$ cat config.mk
export PLATFORM = sky130hd
export DESIGN_NAME = dm_port_arbiter_flat
export DESIGN_NICKNAME = d
export VERILOG_FILES = /design/src/rtl/dm_port_arbiter_if.sv /design/src/rtl/dm_port_arbiter.sv /design/src/flat_wrapper.sv
export SDC_FILE = /design/constraint.sdc
export NUM_CORES = 1
export LEC_CHECK = 0
export ABC_AREA = 1
export CELL_PAD_IN_SITES_DETAIL_PLACEMENT = 1
export CELL_PAD_IN_SITES_GLOBAL_PLACEMENT = 1
export CORE_MARGIN = 2
export CORE_UTILIZATION = 20
export DETAILED_ROUTE_END_ITERATION = 10
export PLACE_DENSITY_LB_ADDON = 0.1
export SYNTH_ARGS = -nofsm -noshare
export SYNTH_HDL_FRONTEND = slang
export SYNTH_SLANG_ARGS = --single-unit
$ cat constraint.sdc
create_clock -name clk -period 1.99 [get_ports clk]
set_clock_uncertainty 0.1 [all_clocks]
set_input_delay 0.398 -clock clk [delete_from_list [all_inputs] [get_ports clk]]
set_output_delay 0.398 -clock clk [all_outputs]
set_load 0.05 [all_outputs]
$ cat src/rtl/dm_port_arbiter_if.sv
// Bundle of CPU, debug and data-memory signals around the dm port arbiter.
// master: the arbiter's view; slave: the surrounding pipeline/debug/memory view.
interface dm_port_arbiter_if #(
  parameter int unsigned AW = 7,
  parameter int unsigned DW = 32
);
  // CPU MEM-stage side
  logic          cpu_rd;
  logic          cpu_wr;
  logic [AW-1:0] cpu_addr;
  logic [DW-1:0] cpu_wdata;
  logic [DW-1:0] cpu_rdata;
  logic          cpu_stall;
  // Debug/loader side
  logic          dbg_req;
  logic          dbg_we;
  logic [AW-1:0] dbg_addr;
  logic [DW-1:0] dbg_wdata;
  logic          dbg_gnt;
  logic          dbg_rvalid;
  logic [DW-1:0] dbg_rdata;
  // Data-memory side
  logic [AW-1:0] mem_addr;
  logic          mem_rd;
  logic          mem_wr;
  logic [DW-1:0] mem_wdata;
  logic [DW-1:0] mem_rdata;

  modport master (
    input  cpu_rd, cpu_wr, cpu_addr, cpu_wdata,
    output cpu_rdata, cpu_stall,
    input  dbg_req, dbg_we, dbg_addr, dbg_wdata,
    output dbg_gnt, dbg_rvalid, dbg_rdata,
    output mem_addr, mem_rd, mem_wr, mem_wdata,
    input  mem_rdata
  );

  modport slave (
    output cpu_rd, cpu_wr, cpu_addr, cpu_wdata,
    input  cpu_rdata, cpu_stall,
    output dbg_req, dbg_we, dbg_addr, dbg_wdata,
    input  dbg_gnt, dbg_rvalid, dbg_rdata,
    input  mem_addr, mem_rd, mem_wr, mem_wdata,
    output mem_rdata
  );
endinterface

$ cat src/rtl/dm_port_arbiter.sv
// Shares the single data-memory port between the CPU MEM stage and a debug
// port. CPU has priority; a debug request that waits MAX_WAIT cycles behind
// CPU traffic is given a forced burst of up to DBG_BURST beats, during which
// the pipeline is stalled if the CPU wants the port.
module dm_port_arbiter #(
  parameter int unsigned AW        = 7,
  parameter int unsigned DW        = 32,
  parameter int unsigned MAX_WAIT  = 4,
  parameter int unsigned DBG_BURST = 4
) (
  input logic                clk,
  input logic                reset,
  dm_port_arbiter_if.master  bus
);

  localparam int unsigned WaitW = (MAX_WAIT > 1) ? $clog2(MAX_WAIT) : 1;
  localparam int unsigned BeatW = (DBG_BURST > 1) ? $clog2(DBG_BURST) : 1;
  localparam logic [WaitW-1:0] WaitLast = WaitW'(MAX_WAIT - 1);
  localparam logic [BeatW-1:0] BeatLast = BeatW'(DBG_BURST - 1);

  typedef enum logic [0:0] {StCpu, StDbg} state_e;

  state_e           state_q, state_d;
  logic [WaitW-1:0] wait_q, wait_d;
  logic [BeatW-1:0] beat_q, beat_d;
  logic             rvalid_q, rvalid_d;
  logic [DW-1:0]    rdata_q, rdata_d;

  logic          cpu_act;
  logic          cpu_own;
  logic          dbg_own;
  logic          dbg_gnt;
  logic          cpu_stall;
  logic [AW-1:0] mem_addr;
  logic          mem_rd;
  logic          mem_wr;
  logic [DW-1:0] mem_wdata;

  assign cpu_act = bus.cpu_rd | bus.cpu_wr;

  // Ownership decision, starvation counters and burst tracking.
  always_comb begin
    state_d   = state_q;
    wait_d    = wait_q;
    beat_d    = beat_q;
    cpu_own   = 1'b0;
    dbg_own   = 1'b0;
    dbg_gnt   = 1'b0;
    cpu_stall = 1'b0;
    // During reset nobody owns the port and no grant/stall is signalled.
    if (!reset) begin
      unique case (state_q)
        StCpu: begin
          if (cpu_act) begin
            cpu_own = 1'b1;
            if (bus.dbg_req) begin
              if (wait_q == WaitLast) begin
                state_d = StDbg;
                wait_d  = '0;
              end else begin
                wait_d = wait_q + WaitW'(1);
              end
            end else begin
              wait_d = '0;
            end
          end else if (bus.dbg_req) begin
            dbg_own = 1'b1;
            dbg_gnt = 1'b1;
            wait_d  = '0;
          end else begin
            wait_d = '0;
          end
        end
        StDbg: begin
          if (bus.dbg_req) begin
            dbg_own   = 1'b1;
            dbg_gnt   = 1'b1;
            cpu_stall = cpu_act;
            if (beat_q == BeatLast) begin
              state_d = StCpu;
              beat_d  = '0;
            end else begin
              beat_d = beat_q + BeatW'(1);
            end
          end else begin
            // Burst abandoned early: hand the port straight back to the CPU.
            cpu_own = 1'b1;
            state_d = StCpu;
            beat_d  = '0;
          end
        end
        default: state_d = StCpu;
      endcase
    end
  end

  // Port mux; with no owner the address follows the CPU and strobes are low.
  always_comb begin
    mem_addr  = bus.cpu_addr;
    mem_rd    = 1'b0;
    mem_wr    = 1'b0;
    mem_wdata = bus.cpu_wdata;
    if (dbg_own) begin
      mem_addr  = bus.dbg_addr;
      mem_rd    = ~bus.dbg_we;
      mem_wr    = bus.dbg_we;
      mem_wdata = bus.dbg_wdata;
    end else if (cpu_own) begin
      mem_rd = bus.cpu_rd;
      mem_wr = bus.cpu_wr;
    end
  end

  // Debug read return: capture memory data at the granted read beat.
  always_comb begin
    rvalid_d = dbg_gnt & ~bus.dbg_we;
    rdata_d  = rdata_q;
    if (rvalid_d) begin
      rdata_d = bus.mem_rdata;
    end
  end

  // State and return registers with synchronous reset.
  always_ff @(posedge clk) begin
    if (reset) begin
      state_q  <= StCpu;
      wait_q   <= '0;
      beat_q   <= '0;
      rvalid_q <= 1'b0;
      rdata_q  <= '0;
    end else begin
      state_q  <= state_d;
      wait_q   <= wait_d;
      beat_q   <= beat_d;
      rvalid_q <= rvalid_d;
      rdata_q  <= rdata_d;
    end
  end

  assign bus.cpu_rdata  = bus.mem_rdata;
  assign bus.cpu_stall  = cpu_stall;
  assign bus.dbg_gnt    = dbg_gnt;
  assign bus.dbg_rvalid = rvalid_q;
  assign bus.dbg_rdata  = rdata_q;
  assign bus.mem_addr   = mem_addr;
  assign bus.mem_rd     = mem_rd;
  assign bus.mem_wr     = mem_wr;
  assign bus.mem_wdata  = mem_wdata;

endmodule
$ cat src/flat_wrapper.sv
// flat-port wrapper written by rule: the top's interface ports become plain ports
module dm_port_arbiter_flat 
#(
  parameter int unsigned AW        = 7,
  parameter int unsigned DW        = 32,
  parameter int unsigned MAX_WAIT  = 4,
  parameter int unsigned DBG_BURST = 4
)
  (clk, reset, bus_cpu_rd, bus_cpu_wr, bus_cpu_addr, bus_cpu_wdata, bus_cpu_rdata, bus_cpu_stall, bus_dbg_req, bus_dbg_we, bus_dbg_addr, bus_dbg_wdata, bus_dbg_gnt, bus_dbg_rvalid, bus_dbg_rdata, bus_mem_addr, bus_mem_rd, bus_mem_wr, bus_mem_wdata, bus_mem_rdata);
  dm_port_arbiter_if #(.AW(AW), .DW(DW)) bus_i ();
  input logic clk;
  input logic reset;
  input wire logic [$bits(bus_i.cpu_rd)-1:0] bus_cpu_rd;
  input wire logic [$bits(bus_i.cpu_wr)-1:0] bus_cpu_wr;
  input wire logic [$bits(bus_i.cpu_addr)-1:0] bus_cpu_addr;
  input wire logic [$bits(bus_i.cpu_wdata)-1:0] bus_cpu_wdata;
  output wire logic [$bits(bus_i.cpu_rdata)-1:0] bus_cpu_rdata;
  output wire logic [$bits(bus_i.cpu_stall)-1:0] bus_cpu_stall;
  input wire logic [$bits(bus_i.dbg_req)-1:0] bus_dbg_req;
  input wire logic [$bits(bus_i.dbg_we)-1:0] bus_dbg_we;
  input wire logic [$bits(bus_i.dbg_addr)-1:0] bus_dbg_addr;
  input wire logic [$bits(bus_i.dbg_wdata)-1:0] bus_dbg_wdata;
  output wire logic [$bits(bus_i.dbg_gnt)-1:0] bus_dbg_gnt;
  output wire logic [$bits(bus_i.dbg_rvalid)-1:0] bus_dbg_rvalid;
  output wire logic [$bits(bus_i.dbg_rdata)-1:0] bus_dbg_rdata;
  output wire logic [$bits(bus_i.mem_addr)-1:0] bus_mem_addr;
  output wire logic [$bits(bus_i.mem_rd)-1:0] bus_mem_rd;
  output wire logic [$bits(bus_i.mem_wr)-1:0] bus_mem_wr;
  output wire logic [$bits(bus_i.mem_wdata)-1:0] bus_mem_wdata;
  input wire logic [$bits(bus_i.mem_rdata)-1:0] bus_mem_rdata;
  assign bus_i.cpu_rd = bus_cpu_rd;
  assign bus_i.cpu_wr = bus_cpu_wr;
  assign bus_i.cpu_addr = bus_cpu_addr;
  assign bus_i.cpu_wdata = bus_cpu_wdata;
  assign bus_cpu_rdata = bus_i.cpu_rdata;
  assign bus_cpu_stall = bus_i.cpu_stall;
  assign bus_i.dbg_req = bus_dbg_req;
  assign bus_i.dbg_we = bus_dbg_we;
  assign bus_i.dbg_addr = bus_dbg_addr;
  assign bus_i.dbg_wdata = bus_dbg_wdata;
  assign bus_dbg_gnt = bus_i.dbg_gnt;
  assign bus_dbg_rvalid = bus_i.dbg_rvalid;
  assign bus_dbg_rdata = bus_i.dbg_rdata;
  assign bus_mem_addr = bus_i.mem_addr;
  assign bus_mem_rd = bus_i.mem_rd;
  assign bus_mem_wr = bus_i.mem_wr;
  assign bus_mem_wdata = bus_i.mem_wdata;
  assign bus_i.mem_rdata = bus_mem_rdata;
  dm_port_arbiter #(.AW(AW), .DW(DW), .MAX_WAIT(MAX_WAIT), .DBG_BURST(DBG_BURST)) u_core (.clk(clk), .reset(reset), .bus(bus_i));
endmodule
==> impl_metrics.ini, run 1 <==
[cts]
cts.sinks = 38
root_buffer = clkbuf_16
clkLatencyLatePin_ps = 280
cts-buffers-inserted = 5
cts_tree = done
htree_levels = 2
ctsHoldBuffers = 0
clockBufferDepth = 2
clk_pin_slew_ps = 60

[worst_setup_path]
crit_chain = dlygate4sd2_1 > nor2_4 > nand2_4 > inv_8 > buf_8 > nand2_1 > nand2_2 > buf_12
crit_path_end_kind = output port
cp-start-kind = input pin
required_ps = 1490
worstSetupPathType = in -> out
crit_buf_inv = 4
reg2reg_slack_ps = 500
slowest_stage = dlygate4sd2_1
crit_path_max_fanout = 12
critPathArrivalTime_ps = 1440
max_stage_delay_ps = 260
crit_family = buffers and inverters

[sta]
fmax_ghz = 0.517
worst_pin_slew_ps = 525
rsz0062_at_grt = true
setup_viol = 0
tns_ps = 0
maxSlewHeadroom = 0.649
period_needed_ps = 1940
slew_viol_final = 0
finalCritPeriodShare = 0.972
final-hold-violation-count = 0

[synth]
synth_top_cell_by_area = dfxtp_1
synthesis.nets = 585
synth_area_um2 = 2660
async_flop_share = 0
yosys-top-cells-area = dfxtp_1 29%, nand2_1 26%, inv_1 14%
yosysSeqAreaShare = 0.286
synth.distinct_cells = 22
synth_edf_count = 0
syn_area_per_cell_um2 = 5.70
yosysWarnings = 0
synth-seq-cells = 38
synth_cells = 467
synth_ff_type = dfxtp_1
netlist.area_leader.share = 0.286

[detailed_routing]
num_vias = 3405
ant_nets = 0
drt_first_pass_iters = 4
wl_per_cell_um = 14.3
via_per_inst = 4.05
route.detailed.drc = 0
drt_iter0_markers = 83
routed_wl_mm = 12.0

[grt]
globalRouteOverflowTotal = 0
grt_max_degree = 41
grt_pass1_vias = 3671
grt_antenna_before_repair = 0
grt_pass1_wl_mm = 18.6
track_usage = 0.165

[job]
maxCapViolCount = 0

[floorplanning]
die_h_um = 119
num_io_pins = 224
rows = 42
die_x_um = 119
die_area_um2 = 14300
start_util = 0.203
core_area_um2 = 13100

[power]
leakagePower_nw = 2.88
p_switching_mw = 1.02
pwr-share-clk = 0.278
power.density_nw_per_um2 = 493
vdd_ir_drop_max_v = 0.000287
pwr-share-seq = 0.267
power_frac_comb = 0.455
p_int_mw = 1.93
swShare = 0.346

[status]
outcome = finished clean

[cells_and_area]
mostFrequentLayoutCells = 154 x nand2_1, 129 x clkdlybuf4s50_1, 97 x inv_1
antennaDiodeCount = 0
fillCellCount = 1583
final_common_cell = nand2_1
drive_gt1_frac = 0.250
final_nets = 781
post-route-util = 0.455
area_growth_pct = 125

[placed_design]
io_buffer_count = 223
routabilityCongestion = 0.764
hpwlAfterDp_mm = 9.71

[worst_hold_path]
hold_class = reg -> reg
-- logic make-up after synthesis --
family,after synthesis,synth area share
adder cells (fa/ha/maj),2,0.00940
AO/OA/AOI/OAI,9,0.0235
buffers and inverters,157,0.273
flip-flops,38,0.286
AND/OR/NAND/NOR,261,0.409
-- cells in the mapped netlist (2+ instances only) --
cell type / instances
inv_2: 3
buf_4: 32
buf_2: 13
dfxtp_1: 38
a21oi_1: 4
nand3_1: 4
nor2_1: 35
clkbuf_1: 9
ha_1: 2
inv_1: 97
nand4_1: 32
nand2_1: 187
clkinv_1: 2
-- worst reg2reg max path, stage by stage, from the launching register on --
cell     delay (ps)
dfxtp_2         330
inv_4            70
o21ai_4          70
buf_6           160
nand3_4          70
buf_4           350
nand2_1         110
inv_1            70
nor2_1           40
-- worst paths after layout --
kind	startpoint	end	cells after the start
min reg2reg	u_core.beat_q[1]	u_core.beat_q[1]	2
max reg2reg	u_core.state_q	u_core.bus.dbg_rdata[25]	8
min	u_core.beat_q[1]	u_core.beat_q[1]	2
max	reset	bus_mem_wdata[1]	8
-- power groups by stage --
stage | Combinational (mW) | Clock, mW | Sequential (mW)
after floorplan | 0.559 | 0 | 0.855
after global placement | 1.31 | 0 | 0.804
after detailed placement | 1.33 | 0 | 0.805
after CTS | 1.34 | 0.849 | 0.788
after global routing | 1.41 | 0.881 | 0.790
final | 1.34 | 0.818 | 0.788
-- layer usage --
layer / wire length [um] / track usage / share of wire / vias to the layer above
met5: 0 / 0 / 0 / -
met4: 91 / 0.0368 / 0.0076 / 0
met3: 1130 / 0.0704 / 0.094 / 7
met2: 6400 / 0.313 / 0.53 / 111
met1: 4410 / 0.166 / 0.37 / 1561
li1: - / - / - / 1726
-- stage by stage --
step	hold WS, ps	setup slack (ps)	instances	instance area [um2]	total power [mW]
floorplan	342	-5.10	467	2690	1.41
detailed placement	372	-313	830	5670	2.13
global placement	351	-266	830	5670	2.12
CTS	386	17.2	839	5910	2.98
finish	386	54.9	840	5980	2.95
global route	423	-8.74	840	5980	3.08
-- flip-flops by register name, indices dropped and copies added, names as in the netlist --
signal                 flops
u_core.bus.dbg_rdata      32
u_core.bus.dbg_rvalid      1
u_core.wait_q              2
u_core.state_q             1
u_core.beat_q              2
-- timing repair --
item | CTS | global route
pin swaps | 2 | 5
buffers inserted | 1 | 0
endpoints found under the setup margin | 43 | 40
gates cloned | 1 | 1
gates resized for setup | 28 | 23
-- cell type report --
type	count	area, um2	share of cell area
Clock buffer	6	139	0.0232
Clock inverter	2	12.5	0.00209
Inverter	102	393	0.0657
Multi-Input combinational cell	272	1280	0.214
Sequential cell	38	762	0.127
Tap cell	176	220	0.0368
Timing Repair Buffer	244	3170	0.531
(Power assumes the default switching activity.)
==> run 2, diff against run 1 <==
ABC_AREA = 0   (was 1)
CTS_CLUSTER_DIAMETER = 150   (was not set)
==> impl_metrics.ini, run 2 <==
[worst_hold_path]
min_path_cells = 2
whs_endpoint = u_core.bus.dbg_rdata[3]
hold_class = reg -> reg
min-delay-start = u_core.bus.dbg_rdata[3]

[status]
violations = setup timing
outcome = complete, but fails checks

[worst_setup_path]
crit_path_end_kind = output port
critPathArrivalTime_ps = 1630
regToRegEndpoint = u_core.bus.dbg_rdata[11]
reg2reg_slack_ps = 540
r2r-start = u_core.state_q
ff2ff_path_depth = 5
cp-start-kind = flip-flop
worstSetupPathType = reg -> out
required_ps = 1490
crit_path_max_fanout = 6

[floorplanning]
rows = 39
die_area_um2 = 12500
num_io_pins = 224
die_x_um = 112
start_util = 0.205
core_area_um2 = 11400
die_h_um = 112

[synth]
yosys.area_share.simple = 0.163
yosysSeqAreaShare = 0.327
yosysWarnings = 0
synth_area_um2 = 2330
synth_top_cell_by_area = dfxtp_1
synthAdderAreaFrac = 0.0107
synth_top_family_by_area = multiplexers
synth.distinct_cells = 28
async_flop_share = 0
netlist.area_leader.share = 0.327
synth_mux_area_frac = 0.193
synth_commonest_cells = 39 x mux2_1, 38 x dfxtp_1, 35 x nand2_1
synth_xor_area_frac = 0
synth_compound_area_frac = 0.154
synthesis.nets = 380
yosysMostFrequentCell = mux2_1
synth_edf_count = 0
synth-seq-cells = 38
yosys-top-cells-area = dfxtp_1 33%, mux2_1 19%, o311ai_1 12%
synth_ff_type = dfxtp_1
syn_area_per_cell_um2 = 8.89
synth_cells = 262

[cts]
cts_tree = done
cts.sinks = 38
root_buffer = clkbuf_16
clockBufferDepth = 2
htree_levels = 2
cts-buffers-inserted = 5
clk_pin_slew_ps = 60
ctsHoldBuffers = 0
clkLatencyLatePin_ps = 280

[sta]
fin_ws_ps = -136
hold_slack_ps = 364
setup_viol = 40
final-hold-violation-count = 0
rsz0062_at_grt = true
fmax_ghz = 0.470
period_needed_ps = 2130
maxSlewHeadroom = 0.588
worst_pin_slew_ps = 618
finalCritPeriodShare = 1.07
slew_viol_final = 0

[power]
vdd_ir_drop_max_v = 0.000300
p_total_mw = 2.82
power.density_nw_per_um2 = 527
leakagePower_nw = 2.46

[grt]
grt_pass1_vias = 3141
grt_max_degree = 34
globalRouteOverflowTotal = 0
grt_antenna_before_repair = 0
grt_pass1_wl_mm = 18.2
track_usage = 0.181

[cells_and_area]
mostFrequentLayoutCells = 116 x clkdlybuf4s50_1, 40 x buf_6, 39 x mux2_4, 39 x buf_12
final_common_cell = clkdlybuf4s50_1
area_growth_pct = 130
antennaDiodeCount = 0
drive_gt1_frac = 0.404
layout.cells.non_filler = 601
fillCellCount = 1211
largest_reg_flops = 32
final_nets = 575

[detailed_routing]
ant_nets = 0
drt_iter0_markers = 70
route.detailed.drc = 0
num_vias = 2797
via_per_inst = 4.65
drt_first_pass_iters = 4
routed_wl_mm = 11.5
wl_per_cell_um = 19.2

[placed_design]
hpwlAfterDp_mm = 8.02
io_buffer_count = 223
routabilityCongestion = 0.731
dp.cells = 586

[job]
maxCapViolCount = 0
==> run 2: area by class of cell <==
cell class / count / area [um2] / share of cell area
flip-flops and latches: 38 / 762 / 0.142
multi-input cells: 164 / 1390 / 0.259
clock inverters: 2 / 12.5 / 0.00234
clock buffers: 6 / 139 / 0.0259
repair buffers: 245 / 2860 / 0.534
inverters: 3 / 13.8 / 0.00257
well taps: 143 / 179 / 0.0334
==> run 2: through the flow <==
step,cell area (um2),setup slack [ps],utilization,TNS (ps)
floorplan,2340,-30.2,-,-1130
global placement,4770,-429,0.419,-17260
detailed placement,4770,-458,0.419,-19530
CTS,5390,-122,0.474,-4400
global route,5350,-185,0.471,-5880
finish,5350,-136,0.471,-3620
==> run 2: worst max-delay path, stage by stage, from the launching register on <==
cell	delay, ps
dfxtp_2	330
o21bai_4	130
nand3_4	120
buf_6	160
buf_16	140
mux2_4	300
buf_8	150
==> run 2: routing by layer <==
metal  GRT usage  vias up  part of all wire
li1            -     1317                 -
met1       0.216     1332              0.40
met2       0.331      135              0.51
met3      0.0386       13             0.068
met4      0.0463        0             0.015
met5           0        -                 0
==> run 2: worst max path at each step <==
stage               depth (start not counted)                end  slack (ps)            from
finish                                      6  bus_mem_wdata[23]        -140  u_core.state_q
global route                                6    bus_mem_addr[6]        -190  u_core.state_q
CTS                                         6  bus_mem_wdata[23]        -120  u_core.state_q
detailed placement                          6  bus_mem_wdata[15]        -460      bus_cpu_rd
global placement                            6  bus_mem_wdata[15]        -430      bus_cpu_rd
floorplan                                   5  bus_mem_wdata[15]         -30           reset
==> run 2: cell families after synthesis <==
family	after synthesis
compound gates	42
simple gates	80
buf+inv	60
fa+ha+maj	2
flops	38
mux	40
==> run 2: what timing repair did <==
item / in CTS / in global routing
buffers inserted: 6 / 1
cloned: 4 / 0
endpoints found under the setup margin: 43 / 41
gates resized for setup: 103 / 3
pin swaps: 2 / 0
==> run 2: power by group <==
group          internal, mW  leakage [nW]  total, mW  switching (mW)
Combinational         0.581          2.08       1.21           0.627
Clock                 0.497        0.0729      0.829           0.332
Sequential            0.777         0.308      0.786         0.00906
